`src/rtl/bin_to_bcd_seq_pkg.sv`:
```
// -----------------------------------------------------------------------------
// bcd_pkg
// Shared definitions for the sequential binary-to-BCD converter:
//   state_t         - converter state encoding (IDLE, SHIFT, DONE)
//   BCD_ADJ_THRESH  - digit value at or above which +3 is applied before a shift
//   min_digits(w)   - decimal digits needed for a w-bit unsigned value,
//                     ceil(w * log10(2)), evaluated with integer math
// -----------------------------------------------------------------------------
package bcd_pkg;

    typedef enum logic [1:0] {
        IDLE  = 2'd0,
        SHIFT = 2'd1,
        DONE  = 2'd2
    } state_t;

    localparam logic [3:0] BCD_ADJ_THRESH = 4'd5;

    // 30103/100000 slightly overestimates log10(2); for w <= 32 no product
    // lands close enough to an integer for that to change the ceiling.
    function automatic int min_digits(input int w);
        return (w * 30103 + 99999) / 100000;
    endfunction

endpackage

```
`src/rtl/bin_to_bcd_seq_digit_adjust.sv`:
```
// -----------------------------------------------------------------------------
// bcd_digit_adjust
// Combinational add-3 correction for one BCD digit ahead of a left shift.
//   digit : in  4  current BCD digit (0..9)
//   adj   : out 4  digit + 3 when digit >= 5, otherwise digit unchanged
// -----------------------------------------------------------------------------
module bcd_digit_adjust
    import bcd_pkg::*;
(
    input  logic [3:0] digit,
    output logic [3:0] adj
);

    assign adj = (digit >= BCD_ADJ_THRESH) ? digit + 4'd3 : digit;

endmodule

```
`src/rtl/bin_to_bcd_seq.sv`:
```
// -----------------------------------------------------------------------------
// bin_to_bcd_seq
// Sequential double-dabble binary-to-BCD converter, one input bit per clock,
// with optional two's-complement input (sign-magnitude result) and
// valid/ready handshakes on both sides.
//   clk       : in  1         rising-edge clock
//   rst_n     : in  1         asynchronous active-low reset
//   in_valid  : in  1         request present
//   in_ready  : out 1         converter idle and able to accept
//   in_bin    : in  W         binary operand, sampled only at acceptance
//   in_signed : in  1         1 = in_bin is two's complement
//   out_valid : out 1         result available
//   out_ready : in  1         consumer accepts result
//   out_bcd   : out 4*DIGITS  BCD result, digit 0 in [3:0]
//   out_neg   : out 1         result is negative (signed mode only)
// Latency from accept to out_valid is W cycles; one conversion per W+2 cycles.
// -----------------------------------------------------------------------------
module bin_to_bcd_seq
    import bcd_pkg::*;
#(
    parameter int W      = 8,
    parameter int DIGITS = 3,
    parameter int CNT_W  = $clog2(W + 1)
)
(
    input  logic                  clk,
    input  logic                  rst_n,
    input  logic                  in_valid,
    output logic                  in_ready,
    input  logic [W-1:0]          in_bin,
    input  logic                  in_signed,
    output logic                  out_valid,
    input  logic                  out_ready,
    output logic [4*DIGITS-1:0]   out_bcd,
    output logic                  out_neg
);

    generate
        if (W < 2 || W > 32) begin : g_bad_width
            $error("bin_to_bcd_seq: W must be in 2..32");
        end
        if (DIGITS < min_digits(W)) begin : g_bad_digits
            $error("bin_to_bcd_seq: DIGITS too small for W");
        end
    endgenerate

    state_t                state;
    logic [4*DIGITS-1:0]   bcd_reg;
    logic [4*DIGITS-1:0]   bcd_adj;
    logic [4*DIGITS-1:0]   bcd_next;
    logic [W-1:0]          bin_reg;
    logic [CNT_W-1:0]      cnt;
    logic                  neg;

    logic signed [W-1:0]   bin_s;
    logic [W-1:0]          mag;
    logic                  is_neg;

    // Negation wraps in W bits, so the most negative input maps to 2^(W-1)
    // when read back as unsigned.
    assign bin_s  = $signed(in_bin);
    assign is_neg = in_signed && in_bin[W-1];
    assign mag    = is_neg ? $unsigned(-bin_s) : in_bin;

    assign in_ready = (state == IDLE);

    for (genvar d = 0; d < DIGITS; d++) begin : g_adj
        bcd_digit_adjust u_adj (
            .digit (bcd_reg[4*d +: 4]),
            .adj   (bcd_adj[4*d +: 4])
        );
    end

    // Adjusted digits shift left by one, pulling in the next binary MSB.
    assign bcd_next = {bcd_adj[4*DIGITS-2:0], bin_reg[W-1]};

    always_ff @(posedge clk or negedge rst_n) begin
        if (!rst_n) begin
            state     <= IDLE;
            bcd_reg   <= '0;
            bin_reg   <= '0;
            cnt       <= '0;
            neg       <= 1'b0;
            out_valid <= 1'b0;
            out_bcd   <= '0;
            out_neg   <= 1'b0;
        end else begin
            case (state)
                // ---- accept: capture magnitude and sign ----
                IDLE: begin
                    if (in_valid) begin
                        bcd_reg <= '0;
                        bin_reg <= mag;
                        cnt     <= CNT_W'(W);
                        neg     <= is_neg;
                        state   <= SHIFT;
                    end
                end
                // ---- one adjust-and-shift per cycle ----
                SHIFT: begin
                    bcd_reg <= bcd_next;
                    bin_reg <= {bin_reg[W-2:0], 1'b0};
                    cnt     <= cnt - 1'b1;
                    if (cnt == CNT_W'(1)) begin
                        state     <= DONE;
                        out_valid <= 1'b1;
                        out_bcd   <= bcd_next;
                        out_neg   <= neg;
                    end
                end
                // ---- hold result until consumer takes it ----
                DONE: begin
                    if (out_ready) begin
                        out_valid <= 1'b0;
                        state     <= IDLE;
                    end
                end
                default: begin
                    state <= IDLE;
                end
            endcase
        end
    end

endmodule

```
`config.mk`:
```
export PLATFORM = sky130hd
export DESIGN_NAME = bin_to_bcd_seq
export DESIGN_NICKNAME = d
export VERILOG_FILES = /design/src/rtl/bin_to_bcd_seq_pkg.sv /design/src/rtl/bin_to_bcd_seq_digit_adjust.sv /design/src/rtl/bin_to_bcd_seq.sv
export SDC_FILE = /design/constraint.sdc
export NUM_CORES = 1
export LEC_CHECK = 0
export ABC_AREA = 1
export CAP_MARGIN = 15
export CORE_MARGIN = 2
export CORE_UTILIZATION = 45
export CTS_CLUSTER_SIZE = 28
export DETAILED_ROUTE_END_ITERATION = 12
export HOLD_SLACK_MARGIN = 0.08
export MAX_ROUTING_LAYER = met4
export PLACE_DENSITY_LB_ADDON = 0.12
export SLEW_MARGIN = 40
export SYNTH_ARGS = -nofsm -noshare
export SYNTH_HDL_FRONTEND = slang
export SYNTH_HIERARCHICAL = 1
export SYNTH_SLANG_ARGS = --single-unit
```
`constraint.sdc`:
```
create_clock -name clk -period 1.8 [get_ports clk]
set_input_delay 0.54 -clock clk [delete_from_list [all_inputs] [get_ports clk]]
set_output_delay 0.54 -clock clk [all_outputs]
set_load 0.02 [all_outputs]
```
==> results.cfg, run 1 <==
[drt]
first_pass_iters = 4
drt-initial-drc-count = 67
vias_per_cell = 4.64
antenna_left = 0
drc = 0
wl_per_cell_um = 10.5
routed_wl_um = 4030
routed-via-count = 1782

[cells_and_area]
drive_gt1_share_pct = 13.6
utilization_pct = 57.3
insertedDiodeCount = 0
nets = 338
area_growth_pct = 21.3

[global_routing]
grt_pass1_vias = 1696
grt_overflow = 0
grt_max_degree = 42
grt_usage_pct = 16.7
grt_pass1_wl_um = 7050
antenna_found_initial = 0

[pwr]
seqPwrFrac_pct = 35.0
pwr-share-comb_pct = 52.2
p_total_mw = 4.55
power.density_nw_per_um2 = 1660
power_frac_clock_pct = 12.8
power_leakage_nw = 1.51
p_int_mw = 2.55
p_sw_share_pct = 44.0
power_switching_mw = 2.00
peakVddDrop_mv = 0.653

[placement]
dpl.hpwl_um = 2930
port-buffer-count = 27
globalplace.congestion = 0.762

[sta]
tightest_slew_ns = 0.330
finalSetupTns_ns = 0
rsz0062_at_grt = false
period_share_pct = 95.4
hold_viol = 0
max_freq_mhz = 583
max_slew_margin_pct = 78.0
slew_viol_final = 0
fin_crit_ns = 1.72
fin_worst_skew_ns = 0.00509
finalSetupViolCount = 0

[clock_network]
postCtsHoldBufs = 0
cts_made_buffers = 5
cts_num_sinks = 41
cts.clk_slew.worst_paths_ns = 0.08
worstSkewPairLatency_ns = 0.29
tritoncts = yes
root_buffer = clkbuf_8
cts.path.max_buffers = 2
htreeDepth = 2

[floorplan]
rows = 25
core_area_um2 = 4790
initial_utilization_pct = 47.2
ios = 28
die_w_um = 74.9
die_h_um = 74.9
fp.dieArea_um2 = 5600

[setup_path]
arrival_ns = 1.18
worst-path-max-fanout = 2
crit_type = reg -> out
crit_required_ns = 1.26
cp-end-kind = primary output
start_kind = flip-flop

[logic_synthesis]
syn-mean-instance-area_um2 = 8.04
syn_inst = 281
syn_area_um2 = 2260
ys_warn_count = 6
synthesis.nets = 303

[worst_hold_path]
holdCritPathClass = in -> async

[run]
cap_violations = 0

[run_status]
outcome = finished, final reports clean
## repair_timing
item | CTS | global route
pin swaps | 0 | 0
resized for setup | 3 | 12
setup endpoints to repair | 3 | 12
setup buffers | 0 | 0
gates cloned | 0 | 0
## power groups by stage
stage	Sequential [mW]	Combinational (mW)	Clock [mW]
floorplan	1.73	1.70	0
global placement	1.61	2.41	0
detailed placement	1.62	2.46	0
CTS	1.60	2.44	0.596
global route	1.65	2.71	0.629
finish	1.59	2.37	0.580
## critical path, cell delays in order, from the launching register on
cell,delay (ns)
dfrtp_1,0.39
nor2_1,0.15
dlygate4sd2_1,0.35
## through the flow
| step | cell area, µm² | setup WS, ns | hold WS (ns) | std cells |
|---|---|---|---|---|
| after floorplan | 2260 | 0.371 | 0.244 | 281 |
| after global placement | 2630 | 0.0569 | 0.458 | 376 |
| after detailed placement | 2630 | 0.0415 | 0.459 | 376 |
| after CTS | 2710 | 0.000780 | 0.212 | 384 |
| after global routing | 2740 | 0.0286 | 0.221 | 384 |
| final | 2740 | 0.0836 | 0.208 | 384 |
## cell type report
type	count	area (µm²)
Multi-Input combinational cell	193	1020
Inverter	41	164
Fill cell	459	2050
Sequential cell	41	1030
Timing Repair Buffer	34	369
Tap cell	67	83.8
Clock buffer	8	80.1
## cells in the final DEF (no fill, tap or decap), drive strengths merged, types with 8 or more instances in the layout
master	n
dlymetal6s2s	12
clkdlybuf4s50	11
buf	8
o21ai	39
inv	41
clkbuf	8
dfrtp	41
nand2	89
ha	9
nor2	28
nand3	18
## per-layer routing
layer  global-route usage (%)  share of wire (%)  vias to the layer above
met1                     19.8                 48                      796
met4                     6.55                1.1                        0
met2                     28.5                 47                       29
li1                         -                  -                      953
met3                     2.54                3.5                        4
met5                        -                  0                        -
## worst paths after layout
path,slack (ns),cells past startpoint,to,from
min in group clk,0.47,2,out_valid$_DFFE_PN0P_,out_valid$_DFFE_PN0P_
max,0.08,2,in_ready,state[0]$_DFFE_PN0P_
max in group asynchronous,1.40,2,out_bcd[7]$_DFFE_PN0P_,rst_n
min,0.21,2,out_bcd[10]$_DFFE_PN0P_,rst_n
min reg2reg,0.47,2,out_valid$_DFFE_PN0P_,out_valid$_DFFE_PN0P_
max reg2reg,0.29,6,out_bcd[11]$_DFFE_PN0P_,state[1]$_DFFE_PN0P_
No activity file was read; power rests on OpenSTA's default activity.
==> run 2: changes to the inputs <==
--- a/config.mk
+++ b/config.mk
@@ -5,12 +5,12 @@
 export SDC_FILE = /design/constraint.sdc
 export NUM_CORES = 1
 export LEC_CHECK = 0
-export ABC_AREA = 1
 export CAP_MARGIN = 15
 export CORE_MARGIN = 2
 export CORE_UTILIZATION = 45
 export CTS_CLUSTER_SIZE = 28
 export DETAILED_ROUTE_END_ITERATION = 12
+export GPL_ROUTABILITY_DRIVEN = 0
 export HOLD_SLACK_MARGIN = 0.08
 export MAX_ROUTING_LAYER = met4
 export PLACE_DENSITY_LB_ADDON = 0.12
==> constraint.sdc (replaced) <==
create_clock -name clk -period 1.9 [get_ports clk]
set_input_delay 0.57 -clock clk [delete_from_list [all_inputs] [get_ports clk]]
set_output_delay 0.57 -clock clk [all_outputs]
set_load 0.02 [all_outputs]
==> run 2 against run 1 <==
  * Area after synthesis shrank 5.3%
  * Core utilization grew 0.11 points
  * Worst setup slack worse by 0.038 ns
  * Critical endpoint is now out_bcd[0]
  * Largest cell class unchanged
  * Largest power group unchanged
==> results.cfg, run 2 <==
[sta]
finalSetupTns_ns = 0
finalSetupViolCount = 0
tightest_slew_ns = 0.325
max_slew_margin_pct = 78.2
fin_crit_ns = 1.85
hold_viol = 0
slew_viol_final = 0
fin_worst_skew_ns = 0.00317
hold_ws_ns = 0.226
period_share_pct = 97.6
max_freq_mhz = 539
rsz0062_at_grt = false

[pwr]
pwr-share-comb_pct = 46.5
seqPwrFrac_pct = 35.0
p_sw_share_pct = 37.0
power.density_nw_per_um2 = 1680
p_int_mw = 2.82
power_leakage_nw = 1.28
power_switching_mw = 1.66
power_frac_clock_pct = 18.5
peakVddDrop_mv = 0.764

[clock_network]
cts_made_buffers = 5
htreeDepth = 2
cts_num_sinks = 41
cts.path.max_buffers = 2
worstSkewPairLatency_ns = 0.30
root_buffer = clkbuf_8
tritoncts = yes
cts.clk_slew.worst_paths_ns = 0.08
postCtsHoldBufs = 0

[drt]
vias_per_cell = 4.97
routed-via-count = 1532
routed_wl_um = 3840
wl_per_cell_um = 12.5
drc = 0
first_pass_iters = 4
drt-initial-drc-count = 79
antenna_left = 0

[setup_path]
crit_type = reg -> out
r2r_slack_ns = 0.31
crit_chain = clkdlybuf4s50_1
start_kind = flip-flop
cp_slowest_cell = clkdlybuf4s50_1
cp-end-kind = primary output
cp_top_family = buffers and inverters
arrival_ns = 1.28
worst-path-max-fanout = 2
slowest_delay_ns = 0.62
path_buf_inv = 1
crit_required_ns = 1.33

[cells_and_area]
fill_cells = 433
insertedDiodeCount = 0
mostFrequentLayoutCell = nand2_1
final_cell_mix = nand2_1, dfrtp_1, o21ai_0, clkdlybuf4s50_1, inv_1
utilization_pct = 57.4
nets = 275
area_growth_pct = 25.0
drive_gt1_share_pct = 16.1

[floorplan]
core_area_um2 = 4660
ios = 28
rows = 25
die_w_um = 73.0
fp.dieArea_um2 = 5320
die_h_um = 73.0
initial_utilization_pct = 45.9

[global_routing]
grt_pass1_wl_um = 7090
grt_pass1_vias = 1548
grt_max_degree = 42
grt_usage_pct = 17.8
antenna_found_initial = 0
grt_overflow = 0

[placement]
port-buffer-count = 27
dpl.hpwl_um = 2730

[worst_hold_path]
holdCritPathClass = in -> async

[logic_synthesis]
synthesis.nets = 236
syn_area_um2 = 2140
syn_inst = 214
syn-mean-instance-area_um2 = 10.0
ys_warn_count = 6

[run]
cap_violations = 0

[run_status]
outcome = finished, final reports clean
-- run 2: cell count changes in the layout (fill, tap and decap cells not counted), moves of 7 or more --
cell,delta
nand3_1,-12
o21ai_1,-13
nand2_2,-7
xnor2_1,+9
nand2_1,-36
mux2_4,+9
clkdlybuf4s50_1,+13
inv_1,-21
dlymetal6s2s_1,-11
nor2_1,-11
-- run 2: stage by stage --
stage | area, µm² | power, mW | setup slack [ns] | std cells
2_1_floorplan | 2140 | 3.05 | 0.424 | 214
3_3_place_gp | 2540 | 3.67 | -0.0957 | 300
3_5_place_dp | 2540 | 3.71 | -0.113 | 300
4_1_cts | 2670 | 4.55 | 0.0217 | 308
5_1_grt | 2670 | 4.90 | 0.00303 | 308
6_report | 2670 | 4.48 | 0.0456 | 308
-- run 2: repair_timing --
| action | in CTS | in global routing |
|---|---|---|
| resized for setup | 1 | 1 |
| setup endpoints to repair | 1 | 1 |
| cloned | 0 | 0 |
| endpoints found under the hold margin | 0 | 0 |
| buffers inserted | 0 | 0 |
-- run 2: area by class of cell --
| class | count | area [µm²] | area share (%) |
|---|---|---|---|
| Clock buffer | 5 | 68.8 | 2.57 |
| Inverter | 14 | 52.6 | 1.97 |
| Sequential cell | 41 | 1030 | 38.4 |
| Timing Repair Buffer | 39 | 382 | 14.3 |
| Clock inverter | 3 | 65.1 | 2.43 |
| Tap cell | 54 | 67.6 | 2.53 |
| Multi-Input combinational cell | 152 | 1010 | 37.9 |
-- run 2: metal layers --
metal / vias to the layer above / track usage (%) / routed length (µm) / part of all wire, %
met5: - / - / 0 / 0
li1: 791 / - / - / -
met1: 706 / 22.3 / 1840 / 48
met2: 28 / 27.8 / 1800 / 47
met4: 0 / 8.02 / 76 / 2.0
met3: 7 / 3.45 / 120 / 3.1
-- run 2: final timing paths --
kind,startpoint,to,cells after the start
setup / recovery,out_bcd[0]$_DFFE_PN0P_,out_bcd[0],1
hold / removal,rst_n,out_bcd[3]$_DFFE_PN0P_,2
setup reg to reg,cnt[1]$_DFFE_PN0P_,out_bcd[2]$_DFFE_PN0P_,5
hold reg to reg,neg$_DFFE_PN0P_,neg$_DFFE_PN0P_,2
max in group asynchronous,rst_n,bcd_reg[2]$_DFFE_PN0P_,2
min in group clk,neg$_DFFE_PN0P_,neg$_DFFE_PN0P_,2
-- run 2: power by group through the flow --
stage	clock, mW	combinational, mW	sequential [mW]
5_1_grt	0.886	2.38	1.64
3_3_place_gp	0	2.09	1.58
4_1_cts	0.857	2.12	1.57
3_5_place_dp	0	2.12	1.59
2_1_floorplan	0	1.35	1.70
6_report	0.830	2.08	1.57
==> run 3: changes to the inputs <==
==> constraint.sdc (replaced) <==
create_clock -name clk -period 1.9 [get_ports clk]
set_input_delay 0.57 -clock clk [delete_from_list [all_inputs] [get_ports clk]]
set_output_delay 0.57 -clock clk [all_outputs]
set_load 0.01 [all_outputs]
==> run 3 against run 2 <==
  * First-iteration DRC count decreased by 2.5%
  * Sequential power about the same
  * Via count unchanged
  * Sequential cell count unchanged
  * Routed wire length unchanged
  * Combinational power decreased by 5%
==> results.cfg, run 3 (synthesis gave the netlist of run 2 again) <==
[run_status]
outcome = finished, final reports clean

[setup_path]
worst-path-max-fanout = 3
rr_worst_depth = 5
slowest_delay_ns = 0.55
arrival_ns = 1.22
r2r_slack_ns = 0.31
r2r-end = out_bcd[2]$_DFFE_PN0P_
crit_start = out_valid$_DFFE_PN0P_
crit_chain = clkdlybuf4s50_1
start_kind = flip-flop
crit_type = reg -> out
rr_startpoint = cnt[1]$_DFFE_PN0P_
cp_num_cells = 1
crit_required_ns = 1.33
cp_top_family = buffers and inverters
cp_slowest_cell = clkdlybuf4s50_1
path_buf_inv = 1
critPathCapture = out_valid
cp-end-kind = primary output

[sta]
max_freq_mhz = 559
fin_crit_ns = 1.79
finalSetupViolCount = 0
tightest_slew_ns = 0.325
rsz0062_at_grt = false
fin_worst_skew_ns = 0.00317
slew_viol_final = 0
max_slew_margin_pct = 78.2
period_share_pct = 94.2
finalSetupTns_ns = 0
hold_viol = 0

[placement]
dpl.hpwl_um = 2730
port-buffer-count = 27

[global_routing]
grt_max_degree = 42
grt_overflow = 0
grt_pass1_wl_um = 7090
grt_usage_pct = 17.8
antenna_found_initial = 0
grt_pass1_vias = 1548

[drt]
routed-via-count = 1532
antenna_left = 0
wl_per_cell_um = 12.5
routed_wl_um = 3840
vias_per_cell = 4.97
drt-initial-drc-count = 77
drc = 0
first_pass_iters = 4

[clock_network]
cts_made_buffers = 5
cts.path.max_buffers = 2
ctsResizeCount = 1
tritoncts = yes
cts_num_sinks = 41
htreeDepth = 2
worstSkewPairLatency_ns = 0.30
postCtsHoldBufs = 0
cts.clk_slew.worst_paths_ns = 0.08
root_buffer = clkbuf_8
cts_setup_buffers = 0

[floorplan]
die_h_um = 73.0
ios = 28
core_area_um2 = 4660
initial_utilization_pct = 45.9
rows = 25
die_w_um = 73.0
fp.dieArea_um2 = 5320

[cells_and_area]
register_area_um2 = 1030
insertedDiodeCount = 0
drive_gt1_share_pct = 16.1
nets = 275
final_cell_mix = nand2_1, dfrtp_1, clkdlybuf4s50_1
mostFrequentLayoutCell = nand2_1
multi_input_area_um2 = 1010
area_growth_pct = 24.9
fill_cells = 434

[run]
cap_violations = 0

[pwr]
p_total_mw = 4.37
power.density_nw_per_um2 = 1640
peakVddDrop_mv = 0.745
power_leakage_nw = 1.27

[worst_hold_path]
holdCritPathClass = in -> async
run 3: how the worst min path moves through the flow:
stage,from,end,slack [ns]
finish,rst_n,out_bcd[3]$_DFFE_PN0P_,0.23
global route,rst_n,out_bcd[0]$_DFFE_PN0P_,0.24
CTS,rst_n,out_bcd[0]$_DFFE_PN0P_,0.24
detailed placement,neg$_DFFE_PN0P_,neg$_DFFE_PN0P_,0.48
global placement,neg$_DFFE_PN0P_,neg$_DFFE_PN0P_,0.47
floorplan,rst_n,bcd_reg[0]$_DFFE_PN0P_,0.27
run 3: area by class of cell:
type	instances	share of cell area (%)
tap	54	2.53
timing repair buffer	39	14.2
clock inverter	3	2.44
clock buffer	5	2.58
inverter	14	1.97
multi-input combinational	152	37.9
sequential	41	38.4
run 3: power breakdown:
part	total (mW)	switching, mW	leakage [nW]	internal, mW
Sequential	1.57	0.294	0.513	1.27
Combinational	1.98	0.950	0.684	1.03
Clock	0.830	0.308	0.0681	0.522
Total	4.37	1.55	1.27	2.82
run 3: metrics by stage:
stage | hold slack [ns] | util (%) | area (µm²) | instances | worst slack, ns
after floorplan | 0.274 | - | 2140 | 214 | 0.438
after global placement | 0.474 | 54.5 | 2540 | 300 | -0.0957
after detailed placement | 0.483 | 54.5 | 2540 | 300 | -0.113
after CTS | 0.236 | 57.3 | 2670 | 308 | 0.0896
after global routing | 0.240 | 57.3 | 2670 | 308 | 0.0610
final | 0.226 | 57.3 | 2670 | 308 | 0.111
run 3: layer usage:
layer | up-vias | share of wire (%) | global-route usage, %
met3 | 7 | 3.2 | 3.45
met4 | 0 | 2.0 | 8.02
met5 | - | 0 | -
met2 | 28 | 47 | 27.8
li1 | 791 | - | -
met1 | 706 | 48 | 22.3
